===== config.mk =====
export PLATFORM = sky130hd
export DESIGN_NAME = crc_sched
export DESIGN_NICKNAME = d
export VERILOG_FILES = /design/src/rtl/crc_sched.sv
export SDC_FILE = /design/constraint.sdc
export NUM_CORES = 1
export LEC_CHECK = 0
export CORE_MARGIN = 5
export CORE_UTILIZATION = 49
export CTS_BUF_LIST = sky130_fd_sc_hd__clkbuf_4 sky130_fd_sc_hd__clkbuf_8
export DETAILED_ROUTE_END_ITERATION = 10
export GPL_ROUTABILITY_DRIVEN = 0
export MAX_ROUTING_LAYER = met4
export PLACE_DENSITY = 0.78
export SLEW_MARGIN = 10
export SYNTH_ARGS = -nofsm -noshare
export SYNTH_HDL_FRONTEND = slang
export SYNTH_SLANG_ARGS = --single-unit

===== constraint.sdc =====
create_clock -name CLK -period 2.63 [get_ports CLK]
set_input_delay 0.526 -clock CLK [delete_from_list [all_inputs] [get_ports CLK]]
set_output_delay 0.526 -clock CLK [all_outputs]
set_load 0.01 [all_outputs]

===== src/rtl/crc_sched.sv =====
// Round-robin scheduler sharing one bit-serial CRC-8 engine among N_REQ byte requesters.
// Streams the winner's byte LSB-first into the engine and returns the collected serial CRC.
module crc_sched #(
    parameter int unsigned N_REQ   = 2,
    parameter int unsigned TIMEOUT = 16
) (
    input  logic               CLK,
    input  logic               RST,
    input  logic [N_REQ-1:0]   Req,
    input  logic [8*N_REQ-1:0] Req_Data,
    output logic [N_REQ-1:0]   Grant,
    output logic [N_REQ-1:0]   Done,
    output logic [N_REQ-1:0]   Err,
    output logic [7:0]         Crc_Out,
    output logic               Busy,
    output logic               Eng_RST,
    output logic               Eng_Data,
    output logic               Eng_Active,
    input  logic               Eng_CRC,
    input  logic               Eng_Valid
);
    localparam int unsigned IW = $clog2(N_REQ);
    localparam int unsigned CW = ($clog2(TIMEOUT) > 3) ? $clog2(TIMEOUT) : 3;

    typedef enum logic [2:0] {
        StIdle, StClear, StRecover, StShift, StWaitV, StCollect, StDone
    } state_e;

    state_e           r_state;
    logic [IW-1:0]    r_ptr;
    logic [IW-1:0]    r_win;
    logic [7:0]       r_byte;
    logic [7:0]       r_shadow;
    logic [7:0]       r_crc;
    logic [CW-1:0]    r_cnt;
    logic [N_REQ-1:0] r_grant;
    logic [N_REQ-1:0] r_done;
    logic [N_REQ-1:0] r_err;
    logic             r_busy;
    logic             r_eng_rst;
    logic             r_eng_data;
    logic             r_eng_active;

    logic             w_any;
    logic [IW-1:0]    w_win;
    logic [7:0]       w_byte;
    int unsigned      w_idx;
    logic [N_REQ-1:0] w_grant_oh;
    logic [N_REQ-1:0] w_win_oh;

    // First asserted request at or above the pointer, wrapping around.
    always_comb begin
        w_any  = 1'b0;
        w_win  = '0;
        w_byte = '0;
        w_idx  = 0;
        for (int unsigned k = 0; k < N_REQ; k++) begin
            w_idx = (32'(r_ptr) + k) % N_REQ;
            if (!w_any && Req[w_idx]) begin
                w_any  = 1'b1;
                w_win  = IW'(w_idx);
                w_byte = Req_Data[8*w_idx +: 8];
            end
        end
    end

    assign w_grant_oh = N_REQ'(1) << w_win;
    assign w_win_oh   = N_REQ'(1) << r_win;

    always_ff @(posedge CLK) begin
        if (RST) begin
            r_state      <= StIdle;
            r_ptr        <= '0;
            r_win        <= '0;
            r_byte       <= '0;
            r_shadow     <= '0;
            r_crc        <= '0;
            r_cnt        <= '0;
            r_grant      <= '0;
            r_done       <= '0;
            r_err        <= '0;
            r_busy       <= 1'b0;
            r_eng_rst    <= 1'b1;
            r_eng_data   <= 1'b0;
            r_eng_active <= 1'b0;
        end else begin
            r_grant <= '0;
            r_done  <= '0;
            r_err   <= '0;
            unique case (r_state)
                StIdle: begin
                    if (w_any) begin
                        r_state   <= StClear;
                        r_win     <= w_win;
                        r_byte    <= w_byte;
                        r_ptr     <= (32'(w_win) == N_REQ - 1) ? '0 : w_win + 1'b1;
                        r_grant   <= w_grant_oh;
                        r_eng_rst <= 1'b0;
                        r_busy    <= 1'b1;
                    end
                end
                StClear: begin
                    r_state   <= StRecover;
                    r_eng_rst <= 1'b1;
                end
                StRecover: begin
                    r_state      <= StShift;
                    r_eng_active <= 1'b1;
                    r_eng_data   <= r_byte[0];
                    r_byte       <= r_byte >> 1;
                    r_cnt        <= '0;
                end
                StShift: begin
                    if (r_cnt == CW'(7)) begin
                        r_state      <= StWaitV;
                        r_eng_active <= 1'b0;
                        r_eng_data   <= 1'b0;
                        r_cnt        <= '0;
                    end else begin
                        r_eng_data <= r_byte[0];
                        r_byte     <= r_byte >> 1;
                        r_cnt      <= r_cnt + 1'b1;
                    end
                end
                StWaitV: begin
                    if (Eng_Valid) begin
                        r_shadow <= {Eng_CRC, r_shadow[7:1]};
                        r_cnt    <= '0;
                        r_state  <= StCollect;
                    end else if (r_cnt == CW'(TIMEOUT - 1)) begin
                        r_err   <= w_win_oh;
                        r_busy  <= 1'b0;
                        r_state <= StIdle;
                    end else begin
                        r_cnt <= r_cnt + 1'b1;
                    end
                end
                StCollect: begin
                    if (!Eng_Valid) begin
                        r_err   <= w_win_oh;
                        r_busy  <= 1'b0;
                        r_state <= StIdle;
                    end else if (r_cnt == CW'(6)) begin
                        // Shadow fills from the top, so the first bit lands in bit 0.
                        r_crc   <= {Eng_CRC, r_shadow[7:1]};
                        r_done  <= w_win_oh;
                        r_state <= StDone;
                    end else begin
                        r_shadow <= {Eng_CRC, r_shadow[7:1]};
                        r_cnt    <= r_cnt + 1'b1;
                    end
                end
                StDone: begin
                    r_state <= StIdle;
                    r_busy  <= 1'b0;
                end
                default: r_state <= StIdle;
            endcase
        end
    end

    assign Grant      = r_grant;
    assign Done       = r_done;
    assign Err        = r_err;
    assign Crc_Out    = r_crc;
    assign Busy       = r_busy;
    assign Eng_RST    = r_eng_rst;
    assign Eng_Data   = r_eng_data;
    assign Eng_Active = r_eng_active;

endmodule


=== Word level (Yosys, flattened, before mapping) ===
Cells that the tools add are included.

* Input bits: 22
* Bits in registers: 43
* Logic and storage cells: 115
* Output and inout bits: 18

* Shift-type cells: 4
* Equality and inequality tests: 21
* Add/subtract/negate cells: 3
* Magnitude comparators: 2
* Mux-type cells: 46
* Reduce and logical (&&, ||, !) cells: 20
* Bitwise operators: 5

{| class="wikitable"
|+ Operators with widths
! kind !! count
|-
| $mux W8 || 7
|-
| $shiftx A16 B5 Y8 || 2
|-
| $pmux W8 S3 || 1
|-
| $mux W4 || 5
|-
| $mux W3 || 6
|-
| $ne A2 B2 Y1 const B || 9
|-
| $pmux W3 S6 || 1
|-
| $mux W1 || 16
|-
| $pmux W4 S4 || 1
|-
| $pmux W8 S2 || 1
|-
| $reduce_and A4 Y1 || 3
|-
| $eq A3 B3 Y1 const B || 3
|-
| $ne A3 B3 Y1 const B || 3
|-
| $eq A4 B3 Y1 const B || 2
|-
| $reduce_bool A4 Y1 || 2
|-
| $eq A3 B2 Y1 const B || 2
|-
| $mux W2 || 3
|-
| $pmux W1 S2 || 3
|-
| $reduce_and A2 Y1 || 3
|-
| $reduce_and A3 Y1 || 2
|-
| $reduce_bool A2 Y1 || 3
|-
| $not A1 Y1 || 5
|-
| $reduce_and A5 Y1 || 1
|-
| $add A4 B1 Y4 const B || 1
|-
| 13 further kinds || 16
|}

=== Logic depth before layout (Yosys ltp) ===
Gate-level depths: netlist (run 1).

* Depth in word-level cells: 8
* Depth in mapped cells: 7
* Depth with buffers taken out: 7

=== Least setup slack after synthesis (run 1) ===
No wires, ideal clock.

* Path kind: input to register
* Start point: input Req[1]
* End point: register r_byte[2]
* Cell stages on the path: 5
* Path buffers: 1
* Arrival: 1,648 ps
* Data required time: 2,569 ps
* Library setup time: 61 ps
* Path slack: 921 ps
* Path through: clkbuf_1 nor3_1 o2bb2ai_1 nor3b_1 a22o_1

* Word-level cells in the longest chain between the ends: 8
* Elaborated cells between the ends (all ways): 14
* Those cells by class: eq/ne: 1; mux: 10; reduce/logical: 3

{| class="wikitable"
|+ Ends and longest elaborated chain
! element !! RTL line !! text
|-
| start: declaration || 9 || <nowiki>input logic [N_REQ-1:0] Req,</nowiki>
|-
| $mux W1 (implied by the code) (2 in a row) || 59 || <nowiki>if (!w_any && Req[w_idx]) begin</nowiki>
|-
| $mux W1 || 59 ||
|-
| $logic_not A1 Y1 || 59 ||
|-
| $logic_and A1 B1 Y1 || 59 ||
|-
| $mux W8 / $mux W1 (equally long branches) || 59 ||
|-
| $mux W8 / $ne A2 B2 Y1 (equally long branches) || - ||
|-
| $pmux W8 S3 / $reduce_and A3 Y1 (equally long branches) || - ||
|-
| end signal: assignment || 95 || <nowiki>r_byte <= w_byte;</nowiki>
|-
| end signal: assignment || 110 || <nowiki>r_byte <= r_byte >> 1;</nowiki>
|-
| end signal: assignment || 121 || <nowiki>r_byte <= r_byte >> 1;</nowiki>
|-
| end: declaration || 32 || <nowiki>logic [7:0] r_byte;</nowiki>
|}

Parallel ways exist; a longest one is shown, timed or not. The select of a mux whose other input is x is not followed.
A chain may end at the register's enable or synchronous reset.

=== Final worst setup path (run 1) ===
* Start point: input Req[0]
* End point: register r_byte[2]

Same word-level chain as after synthesis.

==> metrics, run 1 <==
synthesized area ~1900 sq um; Layout Nets 267; critical path startpoint category input port; clock sinks 42; Clock Tree Buf Depth 2; vias in the first global route approximately 1.6k; synthesized flop and latch total 42; unrepaired setup endpoints after global routing false; Flop pwr share roughly 45%; worst reg-to-reg path cell count 5; Max VDD drop 0.000537 V; antenna viol nets, final 0; clk root buf clkbuf_8; count leader, synth dfxtp_1; Synth Net Count around 230; Critical Path End Type register; final hold violation count 0; TritonCTS clock tree done; Commonest cells post-synth 42 x dfxtp_1, 23 x nor2_1, 17 x mux2i_1, 17 x nand2_1; area delta synth->final 27.7%; P_int 1.22 mW; Die H 72.0 um; Ports 40; count of different cell masters after synthesis 43; Post-CTS Setup Bufs 0; Max Cap Viol 0; port buffer count 39; final wirelength 4110 um; worst hold path cell count 2; H-tree depth 2; initial drt markers 98; syn avg cell area around 9.2 sq um; f_max 481 MHz; DP HPWL between 2000 and 3000 um; Psw 0.656 mW; status complete, no violations; DRC 0; Worst-Margin Slew approximately 0.8 ns; Post-Place Setup Slack 0.267 ns; fin. max-slew vios 0; CTS resizes 0; EDFF count, synth 0; die area 5180 sq um; post-route minimum period approximately 2.1 ns; critical path type input port to register; Num CTS Buffers 5; global-route wire length before repair 7250 um; Filler cells 320; cell accounting for the most synthesized area dfxtp_1; # hold bufs at CTS 0; Gate Count Post-Synth ~210; core area between 3000 and 4000 sq um; via count between 1.5k and 2k; Starting Density 51.1%; PD cells 782 nW/um^2; PnR worst setup slack 0.549 ns; Area contributors post-synth dfxtp_1 45%, mux2i_1 9.0%, nor2_1 4.6%; clock power share 22.0%; HP Class register to register; Final setup violation count 0; fraction of layout cells with a size suffix above 1 7.79%; drt pass-1 iters 4; Worst-Skew Late Latency about 0.30 ns; Critical Path Fanout Max 7; worst endpoint data arrival time 2.33 ns; Overflow after GRT 0; die width 72.0 um; Tcrit/Tclk final 79.1%; Worst slew margin 47.0%; dpl cells 284; register area share after synthesis 44.7%; Worst-path clk slew approximately 0.080 ns; Core Util, Final between 60% and 70%; ys async rst share 0%; Total Routing Usage GR 17.9%; post-synth top area share 44.7%; initial antenna violation count 0; Non-Filler Instances 292; Via density 5.47; largest net degree at the start of global routing 29; critical path required time 2.88 ns; synth warn 0; Static Leakage 0.862 nW; Rows 22; final setup TNS 0 ns; clk_skew 0.00787 ns; Avg WL per Cell 14.1 um; Post-synth top flop dfxtp_1; sw frac between 30% and 40%; power share of the combinational group 33.2%; diode count 0
==> power by group through the flow <==
stage | logic [mW] | clock network [mW] | registers [mW]
after global placement | 0.620 | 0 | 0.853
after CTS | 0.629 | 0.430 | 0.840
final | 0.624 | 0.414 | 0.841
after global routing | 0.704 | 0.459 | 0.864
after detailed placement | 0.627 | 0 | 0.854
after floorplan | 0.485 | 0 | 0.811
==> per-layer routing <==
layer  part of all wire, %  up-vias  track usage (%)
met5                     0        -                -
met4                   1.2        0             4.38
met3                   6.7        6             5.82
met2                    44       42             28.5
met1                    48      727             22.0
li1                      -      822                -
==> critical path, cell delays in order <==
cell and delay, ns:
clkdlybuf4s50_1 0.59, nor3_1 0.08, o2bb2ai_1 0.19, nor3b_1 0.68, a22o_1 0.26
==> final timing paths <==
| path | from | end | slack, ns |
|---|---|---|---|
| worst max-delay path | Req[0] | r_byte[2] | 0.55 |
| worst min-delay path | r_byte[7] | r_byte[7] | 0.46 |
| worst max register to register | r_cnt[0] | r_byte[2] | 0.60 |
| worst min register to register | r_byte[7] | r_byte[7] | 0.46 |
==> cell families after synthesis <==
kind of cell	synth area share [%]
AO/OA/AOI/OAI	21.7
adder cells (fa/ha/maj)	1.33
buffers and inverters	4.19
flip-flops	44.7
multiplexers	9.04
AND/OR/NAND/NOR	19.1
==> cell type report <==
cell class	instances	area, sq um	area share [%]
multi-input combinational	144	963	40.1
sequential	42	841	35.0
timing repair buffer	44	428	17.8
clock buffer	5	68.8	2.86
tap	48	60.1	2.50
inverter	6	22.5	0.937
clock inverter	3	21.3	0.884
==> cell usage in the layout (no fill, tap or decap), types with 2 or more instances in the layout <==
master | Yosys | layout
o211ai_1 | 2 | 2
nand3_1 | 3 | 3
nor2_1 | 23 | 23
nor2b_1 | 2 | 2
nand2b_1 | 4 | 4
a22oi_1 | 2 | 2
dfxtp_1 | 42 | 42
o21ai_1 | 2 | 2
a22o_1 | 7 | 7
nor3_1 | 6 | 6
a21oi_1 | 11 | 11
ha_1 | 2 | 2
clkbuf_8 | 0 | 5
buf_4 | 1 | 5
inv_1 | 6 | 6
a32oi_1 | 8 | 8
nor3b_1 | 5 | 5
mux2i_1 | 17 | 17
clkdlybuf4s50_1 | 0 | 39
nand2_1 | 17 | 17
o21ai_0 | 11 | 11
==> flip-flops by register name, summed over array words and instances (netlist names), 2 cells and up <==
name      cells
r_byte        8
Done          2
r_state       3
r_shadow      7
Crc_Out       8
Grant         2
r_cnt         4
Err           2
==> per-stage QoR <==
stage | area [sq um] | power, mW | hold WS (ns)
final | 2400 | 1.88 | 0.462
after global routing | 2400 | 2.03 | 0.500
after CTS | 2400 | 1.90 | 0.465
after detailed placement | 2310 | 1.48 | 0.447
after floorplan | 1880 | 1.30 | 0.425
after global placement | 2310 | 1.47 | 0.435
Note: power is estimated with default switching activity, not from simulation.
==> run 2: changes to the inputs <==
==> constraint.sdc (replaced) <==
create_clock -name CLK -period 2.15 [get_ports CLK]
set_input_delay 0.43 -clock CLK [delete_from_list [all_inputs] [get_ports CLK]]
set_output_delay 0.43 -clock CLK [all_outputs]
set_load 0.01 [all_outputs]
==> metrics, run 2 (synthesis results as in run 1) <==
area delta synth->final 29.0% (was 27.7%); worst reg-to-reg path cell count 6 (was 5); Psw 0.787 mW (was 0.656 mW); commonest non-fill, non-tap cell in the layout dfxtp_1 (unchanged); initial antenna violation count 0 (unchanged); Non-Filler Instances 294 (was 292); Worst-path clk slew 0.07 ns (was 0.08 ns); # hold bufs at CTS 0 (unchanged); critical path required time 2.33 ns (was 2.88 ns); drt pass-1 iters 4 (unchanged); Rows 22 (unchanged); Critical Path End Type register (unchanged); clock power share 20.8% (was 22.0%); Num CTS Buffers 5 (unchanged); DP HPWL 3040 um (was 2920 um); final hold violation count 0 (unchanged); sw frac 33.9% (was 34.9%); final setup TNS 0 ns (unchanged); vias in the first global route 1643 (was 1601); f_max roughly 560 MHz; clock sinks 42 (unchanged); Max Cap Viol 0 (unchanged); clk_skew 0.00777 ns (was 0.00787 ns); r2r setup slk 0.35 ns (was 0.60 ns); worst hold path cell count 2 (unchanged); Static Leakage 0.876 nW (was 0.862 nW); Core Util, Final 65.9% (was 65.2%); Via density 5.53 (was 5.47); worst hold slack 0.454 ns (was 0.462 ns); die area 5180 sq um (unchanged); Tcrit/Tclk final 83.7%; Die H 72.0 um (unchanged); commonest non-fill, non-tap cells in the layout 42 x dfxtp_1, 39 x clkdlybuf4s50_1, 23 x nor2_1 (unchanged); worst endpoint data arrival time 1.98 ns (was 2.33 ns); largest net degree at the start of global routing 33 (was 29); via count 1626 (was 1597); Max VDD drop 0.000479 V (was 0.000537 V); TritonCTS clock tree done (unchanged); PD cells 956 nW/um^2 (was 782 nW/um^2); fraction of layout cells with a size suffix above 1 9.35% (was 7.79%); power share of the combinational group 34.6% (was 33.2%); antenna viol nets, final 0 (unchanged); Final setup violation count 0 (unchanged); Ports 40 (unchanged); Avg WL per Cell 14.4 um (was 14.1 um); status complete, no violations (unchanged); Worst-Margin Slew 0.494 ns (was 0.794 ns); Overflow after GRT 0 (unchanged); die width 72.0 um (unchanged); DRC 0 (unchanged); Flop pwr share 44.5% (was 44.8%); Starting Density 51.1% (unchanged); post-route minimum period roughly 1.8 ns; global-route wire length before repair 7360 um (was 7250 um); Layout Nets 270 (was 267); clk root buf clkbuf_8 (unchanged); Worst-Skew Late Latency 0.29 ns (was 0.30 ns); total power 2.32 mW (was 1.88 mW); P_int 1.53 mW (was 1.22 mW); Worst slew margin 66.8% (was 47.0%); dpl cells 287 (was 284); Total Routing Usage GR 18.0% (was 17.9%); unrepaired setup endpoints after global routing false (unchanged); initial drt markers 101 (was 98); HP Class register to register (unchanged); critical path type input port to register (unchanged); Clock Tree Buf Depth 2 (unchanged); critical path startpoint category input port (unchanged); core area 3690 sq um (unchanged); final wirelength 4230 um (was 4110 um); H-tree depth 2 (unchanged); Critical Path Fanout Max 8 (was 7); diode count 0 (unchanged); fin. max-slew vios 0 (unchanged); port buffer count 39 (unchanged)
## run 2: final timing paths
path                  start         end
setup / recovery  Eng_Valid    r_cnt[3]
hold / removal     Eng_Data    Eng_Data
setup reg to reg   r_cnt[0]  r_state[0]
hold reg to reg    Eng_Data    Eng_Data
## run 2: what timing repair did
item / in CTS / in global routing
resized for setup: 0 / 2
setup endpoints to repair: 0 / 8
setup buffers: 0 / 0
## run 2: cell type report
class / count / area [sq um]
Clock buffer: 6 / 76.3
Clock inverter: 1 / 7.51
Fill cell: 325 / 1260
Inverter: 6 / 22.5
Multi-Input combinational cell: 144 / 972
Sequential cell: 42 / 841
Tap cell: 48 / 60.1
Timing Repair Buffer: 47 / 450
## run 2: metrics by stage
stage          instance area (sq um)  setup slack, ns
6_report                        2430            0.351
5_1_grt                         2430            0.162
4_1_cts                         2420            0.151
3_5_place_dp                    2340           0.0311
3_3_place_gp                    2340           0.0517
2_1_floorplan                   1880            0.446
## run 2: per-layer routing
layer	GRT usage (%)	vias to the layer above	share of wire [%]
met3	5.82	5	6.2
met5	-	-	0
met4	3.76	0	0.54
met2	28.3	42	45
met1	22.7	755	48
li1	-	824	-
## run 2: critical path, stage by stage
cell,delay [ns]
clkdlybuf4s50_1,0.66
nand2b_1,0.14
a22oi_1,0.33
nand2b_1,0.15
a21oi_1,0.06
o21ba_2,0.20
## run 2: power groups by stage
stage                     sequential, mW  combinational, mW  clock [mW]
after floorplan                    0.992              0.594           0
after global placement              1.05              0.782           0
after detailed placement            1.05              0.797           0
after CTS                           1.03              0.799       0.497
after global routing                1.05              0.898       0.532
final                               1.03              0.804       0.484
==> run 3: changes to the inputs <==
==> constraint.sdc (replaced) <==
create_clock -name CLK -period 1.7 [get_ports CLK]
set_input_delay 0.34 -clock CLK [delete_from_list [all_inputs] [get_ports CLK]]
set_output_delay 0.34 -clock CLK [all_outputs]
set_load 0.01 [all_outputs]
==> metrics, run 3 (synthesis results as in run 1) <==
status complete, no violations (unchanged); f_max about 610 MHz; Tcrit/Tclk final 96.0%; Max VDD drop 0.000752 V (was 0.000479 V); worst reg-to-reg path cell count 7 (was 6); Overflow after GRT 0 (unchanged); clk_skew 0.00355 ns (was 0.00777 ns); drt pass-1 iters 4 (unchanged); Post-CTS Setup Bufs 0 (unchanged); Psw 1.07 mW (was 0.787 mW); post-route minimum period 1.63 ns; die area 5180 sq um (unchanged); TritonCTS clock tree done (unchanged); power share of the combinational group 39.4% (was 34.6%); Max Cap Viol 0 (unchanged); core area 3690 sq um (unchanged); via count 1738 (was 1626); Layout Nets 296 (was 270); Num CTS Buffers 5 (unchanged); DP HPWL 3240 um (was 3040 um); Static Leakage 1.06 nW (was 0.876 nW); clock power share 20.3% (was 20.8%); Post-Place Setup Slack -0.456 ns (was 0.0311 ns); fraction of layout cells with a size suffix above 1 22.0% (was 9.35%); Total Routing Usage GR 19.3% (was 18.0%); unrepaired setup endpoints after global routing true (was false); P_int 2.11 mW (was 1.53 mW); area delta synth->final 44.5% (was 29.0%); die width 72.0 um (unchanged); critical path startpoint category register (was input port); Final setup violation count 0 (unchanged); PnR worst setup slack 0.0675 ns (was 0.351 ns); Starting Density 51.1% (unchanged); Die H 72.0 um (unchanged); DRC 0 (unchanged); final wirelength 4540 um (was 4230 um); fin. max-slew vios 0 (unchanged); diode count 0 (unchanged); initial antenna violation count 0 (unchanged); Clock Tree Buf Depth 2 (unchanged); commonest non-fill, non-tap cells in the layout 39 x dfxtp_1, 38 x clkdlybuf4s50_1, 31 x buf_4 (was 42 x dfxtp_1, 39 x clkdlybuf4s50_1, 23 x nor2_1); Critical Path Fanout Max 3 (was 8); largest net degree at the start of global routing 37 (was 33); dpl cells 313 (was 287); Worst-Skew Late Latency 0.30 ns (was 0.29 ns); Critical Path End Type register (unchanged); Worst-path clk slew 0.07 ns (about the same); HP Class register to register (unchanged); critical path required time 1.94 ns (was 2.33 ns); Avg WL per Cell 14.1 um (was 14.4 um); final setup TNS 0 ns (unchanged); port buffer count 39 (unchanged); clock sinks 42 (unchanged); vias in the first global route 1675 (was 1643); final hold violation count 0 (unchanged); global-route wire length before repair 7560 um (was 7360 um); commonest non-fill, non-tap cell in the layout dfxtp_1 (unchanged); critical path type register to register (was input port to register); worst hold path cell count 2 (unchanged); worst endpoint data arrival time 1.87 ns (was 1.98 ns); Non-Filler Instances 321 (was 294); Via density 5.41 (was 5.53); Core Util, Final 73.8% (was 65.9%); Worst slew margin 70.4% (was 66.8%); Worst-Margin Slew 0.441 ns (was 0.494 ns); clk root buf clkbuf_8 (unchanged); antenna viol nets, final 0 (unchanged); sw frac 33.6% (was 33.9%); Rows 22 (unchanged); H-tree depth 2 (unchanged); # hold bufs at CTS 0 (unchanged); Flop pwr share 40.2% (was 44.5%); Ports 40 (unchanged); initial drt markers 113 (was 101); PD cells 1170 nW/um^2 (was 956 nW/um^2)
==> run 3: layer usage <==
metal | GRT usage, % | vias up | wire length [um]
li1 | - | 883 | -
met1 | 23.6 | 798 | 2140
met2 | 28.8 | 48 | 2030
met3 | 5.96 | 9 | 267
met4 | 9.39 | 0 | 112
met5 | - | - | 0
==> run 3: worst paths after layout <==
kind	from	end	slack, ns
worst max-delay path	r_cnt[0]	r_cnt[2]	0.07
worst min-delay path	Eng_Data	Eng_Data	0.46
worst max register to register	r_cnt[0]	r_cnt[2]	0.07
worst min register to register	Eng_Data	Eng_Data	0.46
==> run 3: what timing repair did <==
item	in CTS	in global routing
resized for setup	2	13
pin swaps	0	2
setup endpoints to repair	8	13
==> run 3: critical path: stages, from the launching register on <==
cell     delay (ns)
dfxtp_2        0.33
ha_2           0.19
buf_4          0.15
nand3_4        0.09
nor2_2         0.05
o21ai_4        0.15
or4b_4         0.47
a21oi_2        0.13
==> run 3: cell type report <==
class / count / area (sq um)
sequential: 42 / 845
clock buffer: 6 / 76.3
multi-input combinational: 144 / 1020
tap: 48 / 60.1
clock inverter: 2 / 13.8
inverter: 6 / 22.5
timing repair buffer: 73 / 686
fill: 292 / 967
==> run 3: through the flow <==
stage / cell area, sq um / hold slack [ns] / power [mW]
6_report: 2720 / 0.458 / 3.18
4_1_cts: 2680 / 0.463 / 3.18
3_5_place_dp: 2580 / 0.449 / 2.52
2_1_floorplan: 1890 / 0.425 / 2.01
5_1_grt: 2720 / 0.494 / 3.39
3_3_place_gp: 2580 / 0.438 / 2.50
==> run 3: power by group through the flow <==
stage / logic [mW] / registers [mW] / clock network, mW
3_5_place_dp: 1.22 / 1.30 / 0
6_report: 1.26 / 1.28 / 0.647
5_1_grt: 1.38 / 1.31 / 0.711
3_3_place_gp: 1.21 / 1.29 / 0
2_1_floorplan: 0.751 / 1.26 / 0
4_1_cts: 1.24 / 1.28 / 0.666
